File: src/rtl/mapper_lrn_stream_if.sv
// rtl/mapper_lrn_stream_if.sv - configuration, read/write request and status bundle for mapper_lrn_stream
interface mapper_lrn_stream_if #(
  parameter int N_WIDTH        = 2,
  parameter int M_WIDTH        = 10,
  parameter int E_WIDTH        = 6,
  parameter int F_WIDTH        = 6,
  parameter int V_WIDTH        = 2,
  parameter int ADDR_BUS_WIDTH = 20
);
  logic                      start_normalization;
  logic                      abort;
  logic [N_WIDTH-1:0]        dim4;
  logic [M_WIDTH-1:0]        dim3;
  logic [E_WIDTH-1:0]        dim2;
  logic [F_WIDTH-1:0]        dim1;
  logic [V_WIDTH-1:0]        padding_num;
  logic [ADDR_BUS_WIDTH-1:0] r_base;
  logic [ADDR_BUS_WIDTH-1:0] w_base;
  logic                      full_flag;
  logic                      div_out_valid;
  logic [ADDR_BUS_WIDTH-1:0] r_addr;
  logic                      r_enable;
  logic [ADDR_BUS_WIDTH-1:0] w_addr;
  logic                      w_enable;
  logic                      busy;
  logic                      normalized_layer;
  logic                      cfg_err;

  modport master (
    output start_normalization, abort, dim4, dim3, dim2, dim1, padding_num,
           r_base, w_base, full_flag, div_out_valid,
    input  r_addr, r_enable, w_addr, w_enable, busy, normalized_layer, cfg_err
  );

  modport slave (
    input  start_normalization, abort, dim4, dim3, dim2, dim1, padding_num,
           r_base, w_base, full_flag, div_out_valid,
    output r_addr, r_enable, w_addr, w_enable, busy, normalized_layer, cfg_err
  );
endinterface

File: src/rtl/mapper_lrn_stream.sv
// rtl/mapper_lrn_stream.sv - LRN tensor walker issuing dense reads and padded writes with bounded read-ahead
module mapper_lrn_stream #(
  parameter int N_WIDTH        = 2,
  parameter int M_WIDTH        = 10,
  parameter int E_WIDTH        = 6,
  parameter int F_WIDTH        = 6,
  parameter int V_WIDTH        = 2,
  parameter int ADDR_BUS_WIDTH = 20,
  parameter int MAX_AHEAD      = 8
) (
  input  logic             core_clk,
  input  logic             reset_n,
  mapper_lrn_stream_if.slave bus
);
  localparam int CW = M_WIDTH + E_WIDTH + F_WIDTH + N_WIDTH;
  localparam int AW = ADDR_BUS_WIDTH;
  localparam logic [CW-1:0] AHEAD = CW'(MAX_AHEAD);

  typedef enum logic [1:0] {IDLE, LOAD, RUN, DONE} state_t;
  state_t state, state_nxt;

  logic [N_WIDTH-1:0] d4, r4, w4;
  logic [M_WIDTH-1:0] d3, r3, w3;
  logic [E_WIDTH-1:0] d2, r2, w2;
  logic [F_WIDTH-1:0] d1, r1, w1;
  logic [V_WIDTH-1:0] pad;
  logic [AW-1:0]      rb, wb, s3, s4, p2, ps3, ps4;
  logic [AW-1:0]      s3_c, p1_c, p2_c, ps3_c, r_addr_calc, w_addr_calc;
  logic [CW-1:0]      total, rd_cnt, wr_cnt;
  logic               dims_zero, rd_go, wr_go, all_done;

  assign dims_zero = (d1 == '0) || (d2 == '0) || (d3 == '0) || (d4 == '0);
  assign all_done  = (rd_cnt == total) && (wr_cnt == total);

  // Writes may only retire pixels already read, so wr_cnt < rd_cnt gates them.
  assign rd_go = (state == RUN) && !bus.abort && (rd_cnt < total) && !bus.full_flag
                 && ((rd_cnt - wr_cnt) < AHEAD);
  assign wr_go = (state == RUN) && !bus.abort && bus.div_out_valid
                 && (wr_cnt < total) && (wr_cnt < rd_cnt);

  assign s3_c  = AW'(d1) * AW'(d2);
  assign p1_c  = AW'(d1) + (AW'(pad) << 1);
  assign p2_c  = AW'(d2) + (AW'(pad) << 1);
  assign ps3_c = p1_c * p2_c;

  assign r_addr_calc = rb + AW'(r4) * s4 + AW'(r3) * s3 + AW'(r1) * AW'(d2) + AW'(r2);
  assign w_addr_calc = wb + AW'(w4) * ps4 + AW'(w3) * ps3
                       + (AW'(w1) + AW'(pad)) * p2 + AW'(w2) + AW'(pad);

  always_ff @(posedge core_clk or negedge reset_n) begin
    if (!reset_n) state <= IDLE;
    else          state <= state_nxt;
  end

  always_comb begin
    state_nxt            = state;
    bus.busy             = (state != IDLE);
    bus.normalized_layer = (state == DONE);
    case (state)
      IDLE:    if (bus.start_normalization) state_nxt = LOAD;
      LOAD:    state_nxt = (bus.abort || dims_zero) ? IDLE : RUN;
      RUN:     if (bus.abort) state_nxt = IDLE;
               else if (all_done) state_nxt = DONE;
      DONE:    state_nxt = IDLE;
      default: state_nxt = IDLE;
    endcase
  end

  always_ff @(posedge core_clk or negedge reset_n) begin
    if (!reset_n) begin
      {d4, r4, w4} <= '0;  {d3, r3, w3} <= '0;
      {d2, r2, w2} <= '0;  {d1, r1, w1} <= '0;
      pad <= '0;  rb <= '0;  wb <= '0;
      s3 <= '0;  s4 <= '0;  p2 <= '0;  ps3 <= '0;  ps4 <= '0;
      total <= '0;  rd_cnt <= '0;  wr_cnt <= '0;
      bus.r_addr <= '0;  bus.w_addr <= '0;
      bus.r_enable <= 1'b0;  bus.w_enable <= 1'b0;  bus.cfg_err <= 1'b0;
    end else begin
      bus.cfg_err  <= 1'b0;
      bus.r_enable <= rd_go;
      bus.w_enable <= wr_go;
      if (rd_go) bus.r_addr <= r_addr_calc;
      if (wr_go) bus.w_addr <= w_addr_calc;
      case (state)
        IDLE: if (bus.start_normalization) begin
          d4 <= bus.dim4;  d3 <= bus.dim3;  d2 <= bus.dim2;  d1 <= bus.dim1;
          pad <= bus.padding_num;  rb <= bus.r_base;  wb <= bus.w_base;
          {r4, r3, r2, r1} <= '0;  {w4, w3, w2, w1} <= '0;
          rd_cnt <= '0;  wr_cnt <= '0;
        end
        LOAD: begin
          if (!bus.abort && dims_zero) bus.cfg_err <= 1'b1;
          total <= CW'(d1) * CW'(d2) * CW'(d3) * CW'(d4);
          s3  <= s3_c;
          s4  <= s3_c * AW'(d3);
          p2  <= p2_c;
          ps3 <= ps3_c;
          ps4 <= ps3_c * AW'(d3);
        end
        RUN: if (bus.abort) begin
          {r4, r3, r2, r1} <= '0;  {w4, w3, w2, w1} <= '0;
          rd_cnt <= '0;  wr_cnt <= '0;
        end else begin
          // Both walks step idx4 fastest, carrying into idx3, idx2, then idx1.
          if (rd_go) begin
            rd_cnt <= rd_cnt + CW'(1);
            if (r4 != d4 - N_WIDTH'(1)) r4 <= r4 + N_WIDTH'(1);
            else begin
              r4 <= '0;
              if (r3 != d3 - M_WIDTH'(1)) r3 <= r3 + M_WIDTH'(1);
              else begin
                r3 <= '0;
                if (r2 != d2 - E_WIDTH'(1)) r2 <= r2 + E_WIDTH'(1);
                else begin
                  r2 <= '0;
                  r1 <= (r1 == d1 - F_WIDTH'(1)) ? '0 : r1 + F_WIDTH'(1);
                end
              end
            end
          end
          if (wr_go) begin
            wr_cnt <= wr_cnt + CW'(1);
            if (w4 != d4 - N_WIDTH'(1)) w4 <= w4 + N_WIDTH'(1);
            else begin
              w4 <= '0;
              if (w3 != d3 - M_WIDTH'(1)) w3 <= w3 + M_WIDTH'(1);
              else begin
                w3 <= '0;
                if (w2 != d2 - E_WIDTH'(1)) w2 <= w2 + E_WIDTH'(1);
                else begin
                  w2 <= '0;
                  w1 <= (w1 == d1 - F_WIDTH'(1)) ? '0 : w1 + F_WIDTH'(1);
                end
              end
            end
          end
        end
        default: ;
      endcase
    end
  end
endmodule

File: src/flat_wrapper.sv
// flat-port wrapper written by rule: the top's interface ports become plain ports
module mapper_lrn_stream_flat 
#(
  parameter int N_WIDTH        = 2,
  parameter int M_WIDTH        = 10,
  parameter int E_WIDTH        = 6,
  parameter int F_WIDTH        = 6,
  parameter int V_WIDTH        = 2,
  parameter int ADDR_BUS_WIDTH = 20,
  parameter int MAX_AHEAD      = 8
)
  (core_clk, reset_n, bus_start_normalization, bus_abort, bus_dim4, bus_dim3, bus_dim2, bus_dim1, bus_padding_num, bus_r_base, bus_w_base, bus_full_flag, bus_div_out_valid, bus_r_addr, bus_r_enable, bus_w_addr, bus_w_enable, bus_busy, bus_normalized_layer, bus_cfg_err);
  mapper_lrn_stream_if #(.N_WIDTH(N_WIDTH), .M_WIDTH(M_WIDTH), .E_WIDTH(E_WIDTH), .F_WIDTH(F_WIDTH), .V_WIDTH(V_WIDTH), .ADDR_BUS_WIDTH(ADDR_BUS_WIDTH)) bus_i ();
  input  logic core_clk;
  input  logic reset_n;
  input wire logic [$bits(bus_i.start_normalization)-1:0] bus_start_normalization;
  input wire logic [$bits(bus_i.abort)-1:0] bus_abort;
  input wire logic [$bits(bus_i.dim4)-1:0] bus_dim4;
  input wire logic [$bits(bus_i.dim3)-1:0] bus_dim3;
  input wire logic [$bits(bus_i.dim2)-1:0] bus_dim2;
  input wire logic [$bits(bus_i.dim1)-1:0] bus_dim1;
  input wire logic [$bits(bus_i.padding_num)-1:0] bus_padding_num;
  input wire logic [$bits(bus_i.r_base)-1:0] bus_r_base;
  input wire logic [$bits(bus_i.w_base)-1:0] bus_w_base;
  input wire logic [$bits(bus_i.full_flag)-1:0] bus_full_flag;
  input wire logic [$bits(bus_i.div_out_valid)-1:0] bus_div_out_valid;
  output wire logic [$bits(bus_i.r_addr)-1:0] bus_r_addr;
  output wire logic [$bits(bus_i.r_enable)-1:0] bus_r_enable;
  output wire logic [$bits(bus_i.w_addr)-1:0] bus_w_addr;
  output wire logic [$bits(bus_i.w_enable)-1:0] bus_w_enable;
  output wire logic [$bits(bus_i.busy)-1:0] bus_busy;
  output wire logic [$bits(bus_i.normalized_layer)-1:0] bus_normalized_layer;
  output wire logic [$bits(bus_i.cfg_err)-1:0] bus_cfg_err;
  assign bus_i.start_normalization = bus_start_normalization;
  assign bus_i.abort = bus_abort;
  assign bus_i.dim4 = bus_dim4;
  assign bus_i.dim3 = bus_dim3;
  assign bus_i.dim2 = bus_dim2;
  assign bus_i.dim1 = bus_dim1;
  assign bus_i.padding_num = bus_padding_num;
  assign bus_i.r_base = bus_r_base;
  assign bus_i.w_base = bus_w_base;
  assign bus_i.full_flag = bus_full_flag;
  assign bus_i.div_out_valid = bus_div_out_valid;
  assign bus_r_addr = bus_i.r_addr;
  assign bus_r_enable = bus_i.r_enable;
  assign bus_w_addr = bus_i.w_addr;
  assign bus_w_enable = bus_i.w_enable;
  assign bus_busy = bus_i.busy;
  assign bus_normalized_layer = bus_i.normalized_layer;
  assign bus_cfg_err = bus_i.cfg_err;
  mapper_lrn_stream #(.N_WIDTH(N_WIDTH), .M_WIDTH(M_WIDTH), .E_WIDTH(E_WIDTH), .F_WIDTH(F_WIDTH), .V_WIDTH(V_WIDTH), .ADDR_BUS_WIDTH(ADDR_BUS_WIDTH), .MAX_AHEAD(MAX_AHEAD)) u_core (.core_clk(core_clk), .reset_n(reset_n), .bus(bus_i));
endmodule
File: config.mk
export PLATFORM = sky130hd
export DESIGN_NAME = mapper_lrn_stream_flat
export DESIGN_NICKNAME = d
export VERILOG_FILES = /design/src/rtl/mapper_lrn_stream_if.sv /design/src/rtl/mapper_lrn_stream.sv /design/src/flat_wrapper.sv
export SDC_FILE = /design/constraint.sdc
export NUM_CORES = 2
export LEC_CHECK = 0
export BUFFER_PORTS_ARGS = -buffer_cell sky130_fd_sc_hd__buf_2
export CAP_MARGIN = 20
export CELL_PAD_IN_SITES_DETAIL_PLACEMENT = 1
export CELL_PAD_IN_SITES_GLOBAL_PLACEMENT = 1
export CORE_ASPECT_RATIO = 1.75
export CORE_MARGIN = 1.5
export CORE_UTILIZATION = 52
export CTS_BUF_LIST = sky130_fd_sc_hd__clkbuf_8
export DETAILED_ROUTE_END_ITERATION = 10
export GPL_TIMING_DRIVEN = 0
export PLACE_DENSITY_LB_ADDON = 0.3
export SYNTH_ARGS = -nofsm -noshare
export SYNTH_HDL_FRONTEND = slang
export SYNTH_SLANG_ARGS = --single-unit
File: constraint.sdc
create_clock -name core_clk -period 11.6 [get_ports core_clk]
set_clock_uncertainty 0.2 [all_clocks]
set_input_delay 2.32 -clock core_clk [delete_from_list [all_inputs] [get_ports core_clk]]
set_output_delay 2.32 -clock core_clk [all_outputs]
set_load 0.01 [all_outputs]
==> metrics.md <==
| Metric | Value |
|---|---|
| Share of the synthesized area in the top cell type | `0.279` |
| Drt initial violations | `1797` |
| Largest net degree at the start of global routing | `111` |
| Most common cell after layout, fill and taps aside | `nand2_1` |
| Antenna violations before repair | `2` |
| Post-DP HPWL | `117000 um` |
| WL met1 | `50100 um` |
| Final setup vio count | `0` |
| Met2 wire length | `73900 um` |
| CORE AREA | `81700 sq um` |
| Vias in the first global route | `39.4k` |
| CP startpoint kind | `flop` |
| Die H | `382 um` |
| Tmin final | `11.16 ns` |
| Post-cts hold buffer count | `0` |
| Max Clk Rate | `89.6 MHz` |
| Most frequent cells in the layout | `nand2_1 (749), inv_1 (741), fa_1 (596)` |
| First-pass GRT wire length | `220000 um` |
| Cts bufs inserted | `53` |
| Fin util | `0.564` |
| Max_cap viols | `0` |
| Sequential share of the synthesized area | `0.178` |
| Port-buffer cells | `116` |
| Final GP Congestion | `0.965` |
| Post-synth EDFFs | `0` |
| Synth area leader | `fa_1` |
| Mapped Nets | `5876` |
| DRC errors left | `0` |
| Status | `finished clean` |
| Longest Clk Path Bufs | `3` |
| CTS Root Cell | `clkbuf_8` |
| Clk_lat worst skew | `0.73 ns` |
| Top cells by area, synth | `fa_1 (28%), dfrtp_1 (18%), ha_1 (13%)` |
| Total grt overflow | `0` |
| Ys async rst share | `1.00` |
| CP peak stage delay | `0.63 ns` |
| Die area | `84100 sq um` |
| Routed vias | `35.0k` |
| CTS tree | `built` |
| WL met3 | `6270 um` |
| Nets | `6055` |
| CTS H-tree lvls | `2` |
| Synth Cell Area | `42800 sq um` |
| Fillcell total | `9701` |
| Die X | `220 um` |
| Slew margin rel. | `0.201` |
| Synthesized instance count | `4767` |
| CP endpoint kind | `flop` |
| Final Hold Fails | `0` |
| Worst path arrival time | `11.49 ns` |
| FP Rows | `139` |
| Ports | `117` |
| Crit-path max FO | `10` |
| Final Slew Violations | `0` |
| Vias per Instance | `5.79` |
| Worst Setup Path Type | `reg -> reg` |
| ANT nets after route | `0` |
| Layout cells sized above 1 | `0.0679` |
| Yosys cell types | `81` |
| Worst-Margin Slew | `1.19 ns` |
| Reg clk slew, reported paths | `0.07 ns` |
| WL final | `141000 um` |
| Register bit count reported by yosys | `304` |
| Top_reg_cell synth | `dfrtp_1` |
| Clock sinks | `304` |
| Critical path required time | `11.93 ns` |
| P&R area growth vs syn | `7.82%` |
| Unrepaired setup endpoints after global routing | `no` |
| Initial DRT Pass Iterations | `5` |
| Uppermost layer routed | `met4` |
| Syn Area/Cell | `8.97 sq um` |
| Slowest library cell on the worst path | `or4b_2` |
| Type of the most critical hold path | `reg -> reg` |
| Avg WL per Cell | `23.4 um` |
| Synth warnings | `0` |
| Initial core utilization | `0.523` |
| Tot GR Track Use | `0.345` |
| Tcrit/Tclk final | `0.962` |
| Top cell by count, worst path | `fa_1` |
what timing repair did:
action / in CTS / in global routing
pin swaps: 0 / 1
setup endpoints to repair: 8 / 10
gates resized for setup: 15 / 52
gates cloned: 0 / 1
setup buffers: 0 / 3
critical path, delay by kind of cell, from the launching register on:
family,cells,cell delay (ns)
adder cells (fa/ha/maj),11,5.07
AO/OA/AOI/OAI,12,2.32
AND/OR/NAND/NOR,8,1.61
buffers and inverters,6,0.78
flip-flops,1,0.57
XOR/XNOR,2,0.40
metrics by stage:
step | area (sq um) | setup TNS, ns | worst slack, ns | hold slack [ns] | instances
2_1_floorplan | 42800 | 0 | 1.30 | 0.246 | 4767
3_3_place_gp | 44700 | -1.75 | -0.712 | 0.254 | 5940
3_5_place_dp | 44800 | -2.87 | -0.831 | 0.260 | 5947
4_1_cts | 46000 | 0 | 0.0234 | 0.273 | 6035
5_1_grt | 46100 | 0 | 0.00372 | 0.301 | 6039
6_report | 46100 | 0 | 0.441 | 0.268 | 6040
path summary, 6_finish.rpt:
path,depth (start not counted),from,slack (ns),end
max reg2reg,39,u_core.d2[5],0.44,u_core.total[21]
min reg2reg,1,u_core.bus.r_addr[17],0.27,u_core.bus.r_addr[17]
max,39,u_core.d2[5],0.44,u_core.total[21]
max in group asynchronous,3,reset_n,8.69,u_core.rb[1]
min,1,u_core.bus.r_addr[17],0.27,u_core.bus.r_addr[17]
min in group asynchronous,1,reset_n,1.22,u_core.ps4[16]
cell type report:
| cell class | instances | area (sq um) | area share |
|---|---|---|---|
| diodes | 2 | 5.00 | 0.000109 |
| plain buffers | 208 | 845 | 0.0183 |
| clock buffers | 63 | 867 | 0.0188 |
| clock inverters | 27 | 288 | 0.00624 |
| inverters | 730 | 2740 | 0.0594 |
| multi-input cells | 3522 | 31700 | 0.687 |
| flip-flops and latches | 304 | 7610 | 0.165 |
| well taps | 1057 | 1320 | 0.0287 |
| repair buffers | 127 | 749 | 0.0162 |
layer usage:
layer / up-vias / GRT usage
li1: 15424 / -
met1: 18016 / 0.374
met2: 1054 / 0.628
met3: 477 / 0.0394
met4: 0 / 0.221
met5: - / 0
synthesized netlist by cell type (7+ instances only):
cell type and number:
o211ai_1 7, nor2_1 152, nand4_1 40, a31oi_1 9, o21a_1 17, o21ai_0 189, nor2b_1 42, and3_1 37
o31ai_1 33, clkbuf_1 190, xnor2_1 159, nand2_1 749, a211oi_1 20, mux2i_1 16, nor4_1 27, o21bai_1 14
ha_1 441, or3_1 13, a21o_1 40, xor2_1 85, nand2b_1 42, dfrtp_1 304, or4_1 7, buf_1 9
o2111ai_1 8, and2_1 363, fa_1 596, o21ai_1 18, nand3_1 66, mux2_2 61, or2_2 11, a21oi_1 119
inv_1 728, a211o_1 7, nor3_1 47, buf_2 12
flip-flops by register name (all words and copies together) (netlist names), 7 cells and up:
name	cells
u_core.r3	10
u_core.d3	10
u_core.wr_cnt	24
u_core.p2	7
u_core.ps4	20
u_core.bus.r_addr	20
u_core.ps3	16
u_core.wb	20
u_core.total	24
u_core.s4	19
u_core.w3	10
u_core.rd_cnt	24
u_core.rb	20
u_core.bus.w_addr	20
u_core.s3	11
kinds of logic (layout without fill, tap and decap cells):
logic type / after synthesis / in the layout / synth area share
compound gates: 537 / 537 / 0.0778
mux: 77 / 77 / 0.0198
buf+inv: 941 / 1155 / 0.0829
other cells: 0 / 2 / 0
fa+ha+maj: 1037 / 1037 / 0.408
flops: 304 / 304 / 0.178
xor+xnor: 245 / 245 / 0.0503
simple gates: 1626 / 1626 / 0.183
Power is not shown: default switching activity piles up to over one toggle a cycle in this logic, so the estimate is an artifact.
